File: config.mk
export PLATFORM = sky130hd
export DESIGN_NAME = div_operand_feeder
export DESIGN_NICKNAME = d
export VERILOG_FILES = /design/src/rtl/div_operand_feeder.sv
export SDC_FILE = /design/constraint.sdc
export NUM_CORES = 1
export LEC_CHECK = 0
export CAP_MARGIN = 20
export CELL_PAD_IN_SITES_DETAIL_PLACEMENT = 0
export CELL_PAD_IN_SITES_GLOBAL_PLACEMENT = 1
export CORE_MARGIN = 5
export CORE_UTILIZATION = 40
export DETAILED_ROUTE_END_ITERATION = 12
export PLACE_DENSITY_LB_ADDON = 0.1
export SLEW_MARGIN = 15
export SYNTH_ARGS = -nofsm -noshare
export SYNTH_HDL_FRONTEND = slang
export SYNTH_SLANG_ARGS = --single-unit
File: constraint.sdc
create_clock -name clk -period 2.4 [get_ports clk]
set_input_delay 0.72 -clock clk [delete_from_list [all_inputs] [get_ports clk]]
set_output_delay 0.72 -clock clk [all_outputs]
set_load 0.01 [all_outputs]
File: src/rtl/div_operand_feeder.sv
// Operand sequencer for the 5-bit restoring divider: buffers dividend/divisor pairs,
// drives the divider's shared input bus and start pulse, collects the result and
// returns one record per pair. Start is issued 1 cycle after a pair reaches the FIFO
// head in IDLE, and res_valid follows div_done by 2 cycles. The operand side is
// backpressured only by a full FIFO. The record is held in OUT until res_ready.
//
// Ports:
//   clk, rst          clock, synchronous active-low reset
//   in_*              operand pair, valid/ready
//   div_*             divider interface (bus_in/start out; bus_out/done/zero/ovf in)
//   res_*             result record, valid/ready
//   busy              sequencer not idle
module div_operand_feeder #(
  parameter int W       = 5,
  parameter int DEPTH   = 2,
  parameter int TIMEOUT = 31
) (
  input  logic         clk,
  input  logic         rst,
  input  logic         in_valid,
  output logic         in_ready,
  input  logic [W-1:0] in_dividend,
  input  logic [W-1:0] in_divisor,
  output logic [W-1:0] div_bus_in,
  output logic         div_start,
  input  logic [W-1:0] div_bus_out,
  input  logic         div_done,
  input  logic         div_zero,
  input  logic         div_ovf,
  output logic         res_valid,
  input  logic         res_ready,
  output logic [W-1:0] res_quotient,
  output logic [W-1:0] res_remainder,
  output logic         res_zero,
  output logic         res_ovf,
  output logic         res_timeout,
  output logic         busy
);

  localparam int AW = (DEPTH > 1) ? $clog2(DEPTH) : 1;
  localparam int CW = $clog2(TIMEOUT + 1);

  typedef enum logic [2:0] {
    S_IDLE,
    S_LOAD_A,
    S_LOAD_B,
    S_WAIT,
    S_CAP_R,
    S_OUT
  } state_t;

  state_t state;

  // Operand FIFO. Storage is not reset; only the pointers and occupancy are.
  logic [W-1:0] fifo_a [DEPTH];
  logic [W-1:0] fifo_b [DEPTH];
  logic [AW-1:0] wr_ptr;
  logic [AW-1:0] rd_ptr;
  logic [AW:0]   count;
  logic          fifo_empty;
  logic          push;
  logic          pop;

  logic [W-1:0]  op_divisor;
  logic [CW-1:0] cnt;

  assign fifo_empty = (count == '0);
  assign in_ready   = (count != (AW+1)'(DEPTH));
  assign push       = in_valid && in_ready;
  // Pop coincides with the IDLE->LOAD_A transition below.
  assign pop        = (state == S_IDLE) && !fifo_empty;

  always_ff @(posedge clk) begin
    if (push) begin
      fifo_a[wr_ptr] <= in_dividend;
      fifo_b[wr_ptr] <= in_divisor;
    end
  end

  always_ff @(posedge clk) begin
    if (!rst) begin
      wr_ptr <= '0;
      rd_ptr <= '0;
      count  <= '0;
    end else begin
      if (push) wr_ptr <= wr_ptr + AW'(1);
      if (pop)  rd_ptr <= rd_ptr + AW'(1);
      unique case ({push, pop})
        2'b10:   count <= count + (AW+1)'(1);
        2'b01:   count <= count - (AW+1)'(1);
        default: count <= count;
      endcase
    end
  end

  // Sequencer. Bus/start outputs are registered, so each state's bus value is
  // loaded on the transition into that state.
  always_ff @(posedge clk) begin
    if (!rst) begin
      state         <= S_IDLE;
      div_start     <= 1'b0;
      div_bus_in    <= '0;
      op_divisor    <= '0;
      cnt           <= '0;
      busy          <= 1'b0;
      res_valid     <= 1'b0;
      res_quotient  <= '0;
      res_remainder <= '0;
      res_zero      <= 1'b0;
      res_ovf       <= 1'b0;
      res_timeout   <= 1'b0;
    end else begin
      unique case (state)
        S_IDLE: begin
          if (!fifo_empty) begin
            div_start  <= 1'b1;
            div_bus_in <= fifo_a[rd_ptr];
            op_divisor <= fifo_b[rd_ptr];
            busy       <= 1'b1;
            state      <= S_LOAD_A;
          end
        end
        S_LOAD_A: begin
          // Previous record stays visible until the next pair actually starts.
          res_zero    <= 1'b0;
          res_ovf     <= 1'b0;
          res_timeout <= 1'b0;
          div_start   <= 1'b0;
          div_bus_in  <= op_divisor;
          state       <= S_LOAD_B;
        end
        S_LOAD_B: begin
          div_bus_in <= '0;
          cnt        <= '0;
          state      <= S_WAIT;
        end
        S_WAIT: begin
          cnt <= cnt + CW'(1);
          if (div_done) begin
            res_quotient <= div_bus_out;
            res_zero     <= div_zero;
            res_ovf      <= div_ovf;
            state        <= S_CAP_R;
          end else if (cnt == CW'(TIMEOUT - 1)) begin
            res_quotient  <= '0;
            res_remainder <= '0;
            res_timeout   <= 1'b1;
            res_valid     <= 1'b1;
            state         <= S_OUT;
          end
        end
        S_CAP_R: begin
          // Divider presents the remainder one cycle after done.
          res_remainder <= div_bus_out;
          res_valid     <= 1'b1;
          state         <= S_OUT;
        end
        S_OUT: begin
          if (res_ready) begin
            res_valid <= 1'b0;
            busy      <= 1'b0;
            state     <= S_IDLE;
          end
        end
        default: state <= S_IDLE;
      endcase
    end
  end

endmodule

; Yosys cells after proc, flatten, opt, wreduce, memory -nomap -nowiden
; Memories as Yosys holds them, arrays and structs flattened. A register that Yosys moved wholly into a read port is not among the register bits.
; Cells that the tools add are included.
[op_classes]
addsub = 5
n_mul = 0
div_mod_pow = 0
n_lt_le_gt_ge = 0
eq_ne = 15
shifts = 0
mux = 29
bitwise_logic = 1
reduce_logical = 25
[ops]
columns = op, n
row1 = 5-bit 2-to-1 mux, 4
row2 = 5-bit one-hot mux with 2 select lines, 2
row3 = 3-bit one-hot mux with 6 select lines, 1
row4 = 5-bit one-hot mux with 3 select lines, 1
row5 = 2-bit nonzero test, 7
row6 = 3-bit 2-to-1 mux, 4
row7 = "2-bit != test, second input constant", 6
row8 = 3-bit AND reduction, 4
row9 = 1-bit 2-to-1 mux, 10
row10 = 1-bit one-hot mux with 2 select lines, 5
row11 = 2-bit AND reduction, 5
row12 = "3-bit by 2-bit equality test with 1-bit output, second input constant", 2
row13 = "3-bit equality test, second input constant", 2
row14 = 3-bit nonzero test, 2
row15 = "5-bit by 1-bit adder with 5-bit output, second input constant", 1
row16 = "5-bit equality test, second input constant", 1
row17 = 2-bit one-hot mux with 2 select lines, 1
row18 = 4-bit AND reduction, 1
row19 = "3-bit by 1-bit equality test with 1-bit output, second input constant", 1
row20 = 3-bit logical NOT, 1
row21 = "3-bit != test, second input constant", 1
row22 = 1-bit one-hot mux with 3 select lines, 1
row23 = "1-bit adder, second input constant", 2
row24 = "2-bit by 1-bit adder with 2-bit output, second input constant", 1
row25 = other kinds (7), 9
[totals]
ff_bits = 33
latch_bits = 0
ramBits = 20
rom_bits = 0
in_bits = 22
output_inout_bits = 22
wordCells = 91
mem_count = 2
[mem_list]
columns = name, depth, word_bits, read_ports, rd_ports_with_merged_regs, write_ports, line
row1 = fifo_a, 2, 5, 1, 1, 1, 55  ; logic [W-1:0] fifo_a [DEPTH];
row2 = fifo_b, 2, 5, 1, 1, 1, 56  ; logic [W-1:0] fifo_b [DEPTH];

; Depth between registers and ports, before layout
; Gate-level depths: netlist of run 1.
[logic_depth]
word_depth = 5
mapped_depth = 7
ltp_nobuf = 6

; Worst setup path after synthesis of run 1
; Ideal clock, no wire load.
[synth_path]
path_kind = register to register
from = reg state[2]
to = reg count[1]
setup_ps = 70
arrival_ps = 1922
t_required_ps = 2330
path_slack_ps = 408
stages_incl_launch_ff = 7
path_buffers = 1
synth_period_minus_slack_ps = 1992
path_cell_list = dfxtp_1 > clkbuf_1 > or3_1 > nor2_1 > ha_1 > or3_1 > a21oi_1
[synth_between]
elab_chain_cells = 4
word_cells_on_any_way = 6
cone_classes = 2 x eq/ne / 1 x mux / 3 x reduce/logical
[synth_lines]
columns = item, line
row1 = start: declaration, 52  ; state_t state;
row2 = start signal: assignment, 100  ; state <= S_IDLE;
row3 = start signal: assignment, 120  ; state <= S_LOAD_A;
row4 = start signal: assignment, 130  ; state <= S_LOAD_B;
row5 = 3-bit logical NOT (*), 71  ; assign pop = (state == S_IDLE) && !fifo_empty;
row6 = 1-bit logical AND (*), 71
row7 = net pop, 62  ; logic pop;
row8 = 2-bit by 1-bit equality test with 1-bit output or 2-bit equality test (tied branches), 88  ; unique case ({push, pop})
row9 = 2-bit one-hot mux with 2 select lines or 2-bit nonzero test (tied branches), -
row10 = end signal: assignment, 89  ; 2'b10: count <= count + (AW+1)'(1);
row11 = end signal: assignment, 90  ; 2'b01: count <= count - (AW+1)'(1);
row12 = end signal: assignment, 91  ; default: count <= count;
row13 = end: declaration, 59  ; logic [AW:0] count;
; Mark *: on every way through the listed nets, which the timed path passes. The rest lies on a longest branch.
; A chain may end at the register's enable or synchronous reset.

; Final worst setup path of run 1
[layout_path]
from = reg count[0]
to = out in_ready
[layout_between]
elab_chain_cells = 1
[layout_lines]
columns = item, line
row1 = 2-bit != test, 68  ; assign in_ready = (count != (AW+1)'(DEPTH));
row2 = end: declaration, 21  ; output logic in_ready,
; No other way between the ends.

==> impl_summary.md, run 1 <==
Power
The internal power is 2.38 mW. Of the total power, the clock network draws 27.0%. Net switching is 32.7% of the power. The design draws 3.54 mW. The share of power burned in combinational logic is 33.5%. For this design the ratio of total power to cell area is 1120 nW/um^2.

The reported net switching power is 1.16 mW. The share of power burned in registers is 39.5%. Summed over all cells, the static leakage comes to 1.09 nW.

The largest vdd supply drop is 603 uV.

Synthesis
The fraction of registers with async set/reset is 0%. The leading area contributor after synthesis is sky130_fd_sc_hd__dfxtp_1. Synthesis produced a netlist whose cell count is 233. By area the synthesized netlist is led by sky130_fd_sc_hd__dfxtp_1 32%, sky130_fd_sc_hd__edfxtp_1 25%, sky130_fd_sc_hd__a21oi_1 5.8%, sky130_fd_sc_hd__nand2_1 4.0%, sky130_fd_sc_hd__o21ai_0 2.7%. The area share of the largest cell type after synthesis is 32.1%.

The number of warnings issued by yosys is 0. The post-synth design cell area is 2430 um^2. Sequential cells were found to cover 56.8% of the synthesized design area.

Among all flip-flop cells after synthesis, the most frequent one is sky130_fd_sc_hd__dfxtp_1. Counting flops and latches in the post-synthesis netlist gives 59. The netlist uses 43 different library cells. The number of enable flip-flop cells after synthesis is 20.

The total nets after synthesis is 258. The mean post-synth cell area is 10.4 um^2.

Place
The HPWL reported at the end of detailed placement is 3.90 mm. The post-placement cell area is 2960 um^2. The port buffer count is 43. The placer congestion estimate is 0.775.

Setup path
Data on the critical path arrives at its endpoint at 1.56 ns. In this run the worst path has a maximum fanout of 6. The launch point of the critical path is count[0]. STA classifies the critical path endpoint as a primary output.

The cell with the largest stage delay on the worst path is sky130_fd_sc_hd__clkdlybuf4s50_1. The reg-to-reg critical path endpoint is count[1]. Traced cell by cell, the critical path runs through nand2b_1, clkdlybuf4s50_1. The startpoint of the worst register-to-register path is state[2]. On the worst path, the slowest cell contributes a delay of 0.57 ns. The type of element launching the critical path is a register. The critical path runs through a total of 2 cells. The path type of the worst setup path is register to primary output. Grouping stages by cell kind, the critical path spends the most delay in buffers and inverters. At the worst endpoint, the required time is 1.68 ns. The number of buffers and inverters on the critical path is 1. The setup check on the worst reg-to-reg path leaves a slack of 0.62 ns. The cell count of the worst reg-to-reg path is 5.

GRT
The number of antenna violations at the first check in global routing is 0. The pin count of the biggest net entering global routing is 31. The first global-routing pass estimated 9.07 mm of wire.

The global-route usage over all layers is 15.6%. The number of global-route vias before repair came to 1852. The overflow left after global routing is 0.

STA
Setup repair after global routing left no endpoint under its margin. The clock period minus worst slack is 2.28 ns. The worst-case headroom to the max-slew limit is 50.5%. The total negative setup slack is 0 ns. The number of failing setup endpoints in the final timing report is 0. The max-slew violation total from the final report is 0. The worst path uses 95.1% of the clock period. The slew at the pin with the worst max-slew slack is 0.737 ns. On the final layout, the worst clock skew is 0.00823 ns. The tightest hold path in the finished design has a slack of 0.470 ns. The highest clock frequency the design can meet is 0.438 GHz. The number of hold-slack violations in the final timing report came to 0.

Final layout
After filler insertion, the fill cell instance count of the layout stands at 576. The layout overhead on the synthesized area is 30.1%. Leaving out fill and tap cells, the most frequent cell in the layout is sky130_fd_sc_hd__clkdlybuf4s50_1. Cells fill 53.5% of the core in the end.

The final instance area is 3170 um^2. 0 antenna diodes ended up in the layout. The net count of the finished layout is 307. Cells with a size suffix above 1 make up 11.1% of the layout. The top cell types in the final layout, fill and taps aside, are 43 x sky130_fd_sc_hd__clkdlybuf4s50_1, 39 x sky130_fd_sc_hd__dfxtp_1, 28 x sky130_fd_sc_hd__a21oi_1.

Die
The core region is 5920 um^2. The count of standard-cell rows is 28. In this run the horizontal extent of the chip is 88.0 um.

The count of pins on the block boundary is 44. The vertical die dimension is 88.0 um. The initial standard-cell utilization of the core is 41.1%.

The die outline area is 7740 um^2.

Clocking
The buffer count from post-CTS setup fixing is 0. The root buffer cell is sky130_fd_sc_hd__clkbuf_8. The post-cts gate resize count is 0. TritonCTS built the clock tree. The count of hold-fix buffers inserted at cts is 0.

After clock tree synthesis, the clock-pin slew on the worst setup and hold paths is 0.06 ns. The number of buffers created by CTS is 9. CTS saw 59 sinks.

In this run the deepest clock path goes through 2 buffers. The number of H-tree levels is 3. Clock latency on the worst-skew pair, taken at its later pin, is 0.33 ns.

Min path
The worst hold-check path type is register to register. The hold path endpoint is res_quotient[1]. The worst hold path was traced through 2 stages. The source of the worst hold timing path is res_quotient[1].

Detailed routing
The DRC marker count from the first detailed-route iteration is 119. The first TritonRoute pass finished after 4 iterations. In this run the remaining antenna-violating nets after routing total 0. For this run, design rule violations remaining after detail routing come to 0. The via count is 1918.

Using the TritonRoute via totals, the vias-per-cell ratio works out to 5.30. The total routed wirelength is 5.60 mm. The wire length per cell is 15.5 um.

Job
The count of max-cap constraint violations is 0.

Status
The run finished with clean final reports.
registers in the layout (all words and copies together) (netlist names), 2 cells and up, named ones only:
signal,cells
cnt,5
count,2
div_bus_in,5
fifo_a,10
fifo_b,10
op_divisor,5
res_quotient,5
res_remainder,5
state,3
power by group through the flow:
| stage | Clock, mW | Sequential (mW) | Combinational, mW |
|---|---|---|---|
| after floorplan | 0 | 1.39 | 0.816 |
| after global routing | 1.03 | 1.43 | 1.33 |
| after global placement | 0 | 1.42 | 1.17 |
| after detailed placement | 0 | 1.42 | 1.19 |
| after CTS | 0.976 | 1.40 | 1.20 |
| final | 0.956 | 1.40 | 1.18 |
worst min-delay path, delay by kind of cell (launching register included):
kind / cells / cell delay (ns)
compound gates: 1 / 0.06
simple gates: 1 / 0.05
flops: 1 / 0.31
Yosys cell counts (2+ instances only):
| library cell | number |
|---|---|
| sky130_fd_sc_hd__dfxtp_1 | 39 |
| sky130_fd_sc_hd__a21oi_1 | 28 |
| sky130_fd_sc_hd__nand2_1 | 26 |
| sky130_fd_sc_hd__edfxtp_1 | 20 |
| sky130_fd_sc_hd__o21ai_0 | 13 |
| sky130_fd_sc_hd__clkbuf_1 | 7 |
| sky130_fd_sc_hd__nor2_1 | 7 |
| sky130_fd_sc_hd__a211oi_1 | 6 |
| sky130_fd_sc_hd__a311oi_1 | 6 |
| sky130_fd_sc_hd__inv_1 | 5 |
| sky130_fd_sc_hd__mux2_2 | 5 |
| sky130_fd_sc_hd__mux2i_1 | 5 |
| sky130_fd_sc_hd__nand2b_1 | 5 |
| sky130_fd_sc_hd__nand3_1 | 5 |
| sky130_fd_sc_hd__o211ai_1 | 5 |
| sky130_fd_sc_hd__o22ai_1 | 5 |
| sky130_fd_sc_hd__nor2b_1 | 4 |
| sky130_fd_sc_hd__or3_1 | 4 |
| sky130_fd_sc_hd__buf_2 | 3 |
| sky130_fd_sc_hd__ha_1 | 3 |
| sky130_fd_sc_hd__o21a_1 | 3 |
| sky130_fd_sc_hd__a31oi_1 | 2 |
| sky130_fd_sc_hd__buf_1 | 2 |
| sky130_fd_sc_hd__nand3b_1 | 2 |
| sky130_fd_sc_hd__nor3b_1 | 2 |
| sky130_fd_sc_hd__or2_2 | 2 |
| sky130_fd_sc_hd__or4_1 | 2 |
| sky130_fd_sc_hd__xnor2_1 | 2 |
layer usage:
layer | vias up | track usage (%) | routed length [um]
li1 | 955 | - | -
met1 | 904 | 22.0 | 2770
met2 | 48 | 21.9 | 2420
met3 | 11 | 3.67 | 282
met4 | 0 | 8.79 | 121
met5 | - | 0 | 0
through the flow:
step	std cells	setup WS, ns
2_1_floorplan	233	0.408
3_3_place_gp	346	0.229
3_5_place_dp	346	0.182
4_1_cts	362	0.110
5_1_grt	362	0.0374
6_report	362	0.117
cells by family (layout without fill, tap and decap cells):
group / count (synthesis) / count (layout) / synth area share [%]
mux: 10 / 10 / 4.37
xor+xnor: 3 / 3 / 1.08
buf+inv: 18 / 72 / 3.24
flops: 59 / 59 / 56.8
compound gates: 73 / 73 / 18.5
fa+ha+maj: 3 / 3 / 1.54
simple gates: 67 / 67 / 14.5
cell type report:
class                   instances  area, um^2  area share (%)
clock inverters                 6        81.3            2.57
well taps                      75        93.8            2.96
repair buffers                 51         490            15.5
clock buffers                  10         128            4.03
multi-input cells             156         972            30.7
inverters                       5        18.8           0.593
flip-flops and latches         59        1380            43.6
worst max-delay path by stage:
stage | to | slack [ns]
CTS | in_ready | 0.11
floorplan | count[1] | 0.41
detailed placement | count[1] | 0.18
finish | in_ready | 0.12
global route | in_ready | 0.04
global placement | count[1] | 0.23
No activity file was read; power rests on OpenSTA's default activity.
==> run 2, diff against run 1 <==
--- a/config.mk
+++ b/config.mk
@@ -11,6 +11,7 @@
 export CORE_MARGIN = 5
 export CORE_UTILIZATION = 40
 export DETAILED_ROUTE_END_ITERATION = 12
+export HOLD_SLACK_MARGIN = 0.06
 export PLACE_DENSITY_LB_ADDON = 0.1
 export SLEW_MARGIN = 15
 export SYNTH_ARGS = -nofsm -noshare
==> results of run 2 <==
The final DEF is identical to that of run 1; final timing and power are the same.
==> run 3, diff against run 2 <==
--- a/config.mk
+++ b/config.mk
@@ -5,14 +5,14 @@
 export SDC_FILE = /design/constraint.sdc
 export NUM_CORES = 1
 export LEC_CHECK = 0
-export CAP_MARGIN = 20
+export CAP_MARGIN = 25
 export CELL_PAD_IN_SITES_DETAIL_PLACEMENT = 0
 export CELL_PAD_IN_SITES_GLOBAL_PLACEMENT = 1
 export CORE_MARGIN = 5
 export CORE_UTILIZATION = 40
 export DETAILED_ROUTE_END_ITERATION = 12
 export HOLD_SLACK_MARGIN = 0.06
-export PLACE_DENSITY_LB_ADDON = 0.1
+export PLACE_DENSITY = 0.81
 export SLEW_MARGIN = 15
 export SYNTH_ARGS = -nofsm -noshare
 export SYNTH_HDL_FRONTEND = slang
==> run 3 against run 2 <==
Against the previous run:
- global-route usage shrank 0.25 points
- clock-buffer cell count rose by 2
- non-clock buffer count shrank 1
- sequential power about the same
- combinational power hardly changed
- sequential cell count is the same
==> impl_summary.md, run 3 (same netlist as run 1, synthesis figures left out) <==
Die
The die outline area came to 7740 um^2 (unchanged). The core area came to 5920 um^2 (unchanged). The count of standard-cell rows is 28 (unchanged).

The count of pins on the block boundary is 44 (unchanged). The die width was 88.0 um (unchanged). The initial standard-cell utilization of the core is 41.1% (unchanged). The vertical die dimension is 88.0 um (unchanged).

GRT
The global-route wire length before repair is 9.10 mm (+0.39%). The number of antenna violations at the first check in global routing came to 0 (unchanged). The overflow left after global routing was 0 (unchanged).

The number of global-route vias before repair is 1866 (+0.76%). The pin count of the biggest net entering global routing is 23 (-26%). The global-route usage over all layers was 15.4% (-0.25 points).

Power
The standby leakage power is 1.07 nW (-1.9%). The largest vdd supply drop was 563 uV (-6.7%). The power per standard cell area is 1060 nW/um^2 (-5.2%).

Final layout
In the final layout, the registers with the most flip-flops are fifo_a: 10 flops, fifo_b: 10 flops. The net count of the finished layout is 306 (-0.33%). The number of antenna repair diodes came to 0 (unchanged). The number of standard cells in the final layout excluding fillers is 361 (-0.28%). The total of fill cells in the finished design is 550 (-4.5%). The fraction of final layout cells with drive strength greater than 1 came to 10.8% (-0.31 points). The layout overhead on the synthesized area is 28.2%. In the layout the commonest cells are 43 x sky130_fd_sc_hd__clkdlybuf4s50_1, 39 x sky130_fd_sc_hd__dfxtp_1, 28 x sky130_fd_sc_hd__a21oi_1. Leaving out fill and tap cells, the most frequent cell in the layout is sky130_fd_sc_hd__clkdlybuf4s50_1.

Detailed routing
The number of optimization iterations in the first detailed-route pass is 4 (unchanged). The wire length per cell is 14.9 um (-3.5%). The total routed wirelength came to 5.39 mm (-3.8%). The remaining routing DRC violations is 0 (unchanged). The via count is 1898 (-1.0%). The DRC marker count from the first detailed-route iteration is 129 (+8.4%). The number of antenna-violating nets in the routed design is 0 (unchanged).

The average via count per standard cell was 5.26 (-0.77%).

STA
The ratio of final minimum period to clock period is 93.2% (-1.9 points). Setup repair after global routing left no endpoint under its margin. The clock skew after layout came to 0.0101 ns (+0.00183 ns). The slew at the pin with the worst max-slew slack is 0.728 ns (-0.00899 ns). The highest clock frequency the design can meet is 0.447 GHz (+2.1%).

The max-slew violation total from the final report is 0 (unchanged). The number of failing setup endpoints in the final timing report came to 0 (unchanged). The clock period minus worst slack is 2.24 ns (-0.0467 ns).

The worst-case headroom to the max-slew limit is 51.1% (+0.60 points). The number of hold-slack violations in the final timing report is 0 (unchanged). The total negative setup slack is 0 ns (unchanged).

Setup path
The data arrival time at the worst-slack endpoint is 1.52 ns (-0.04 ns). The maximum fanout encountered on the critical timing path is 6 (unchanged). The worst setup path is captured at a primary output. The type of element launching the critical path is a register. The worst setup path is of the register to primary output kind. The data required time of the critical path is 1.68 ns (about the same).

Job
The count of max-cap constraint violations was 0 (unchanged).

Place
The cell count after placement is 345 (-0.29%). The port buffer count came to 43 (unchanged). The HPWL reported at the end of detailed placement came to 3.85 mm (-1.4%). The placer congestion estimate is 0.807 (+4.1%).

Clocking
The clock tree from TritonCTS is done. The clock net sink count came to 59 (unchanged). The number of buffers created by CTS came to 9 (unchanged). The latest clock arrival within the worst-skew pair is 0.32 ns (about the same). The buffer count from post-CTS setup fixing is 0 (unchanged). The number of H-tree levels is 3 (unchanged).

The root buffer cell chosen for the clock tree is sky130_fd_sc_hd__clkbuf_8. The number of buffers between clock root and the deepest sink is 2 (unchanged). The clock input transition at the sequential cells of the worst setup and hold paths was 0.06 ns (about the same).

Status
The run finished with clean final reports.

Min path
The worst hold-check path type is register to register.
==> run 3: final timing paths <==
path	cells past startpoint	slack, ns	to	start
setup / recovery	2	0.16	in_ready	count[0]
hold reg to reg	2	0.47	res_quotient[2]	res_quotient[2]
hold / removal	2	0.47	res_quotient[2]	res_quotient[2]
setup reg to reg	5	0.62	count[1]	state[2]
==> run 3: critical path: stages, from the launching register on <==
cell and delay, ns:
sky130_fd_sc_hd__dfxtp_1 0.43, sky130_fd_sc_hd__nand2b_2 0.21, sky130_fd_sc_hd__clkdlybuf4s50_1 0.55
==> run 3: cell type report <==
| class | count | area [um^2] | area share, % |
|---|---|---|---|
| Inverter | 5 | 18.8 | 0.602 |
| Multi-Input combinational cell | 156 | 975 | 31.2 |
| Clock buffer | 12 | 135 | 4.33 |
| Sequential cell | 59 | 1380 | 44.3 |
| Clock inverter | 4 | 20.0 | 0.642 |
| Timing Repair Buffer | 50 | 495 | 15.9 |
| Tap cell | 75 | 93.8 | 3.01 |
==> run 3: report_power, final <==
part           switching, mW  leakage, nW  internal, mW  total [mW]
Combinational          0.633        0.479         0.553        1.19
Clock                  0.357       0.0839         0.368       0.725
Sequential             0.144        0.505          1.25        1.40
==> run 3: what timing repair did <==
action                     CTS  global route
hold buffers                 0             0
setup endpoints to repair    0             1
resized for setup            0             1
==> run 3: through the flow <==
stage	cell area (um^2)	power [mW]	util [%]	worst slack (ns)	hold WS (ns)
final	3120	3.31	52.7	0.163	0.469
after global routing	3120	3.53	52.7	0.0630	0.486
after CTS	3120	3.33	52.6	0.107	0.474
after detailed placement	2960	2.60	50.0	0.171	0.461
after global placement	2960	2.58	50.0	0.227	0.459
after floorplan	2430	2.21	-	0.408	0.459
==> run 3: routing by layer <==
metal / global-route usage, % / up-vias / part of all wire, %
li1: - / 958 / -
met1: 21.3 / 878 / 49
met2: 22.7 / 54 / 45
met3: 4.05 / 8 / 4.5
met4: 6.69 / 0 / 1.4
met5: 0 / - / 0
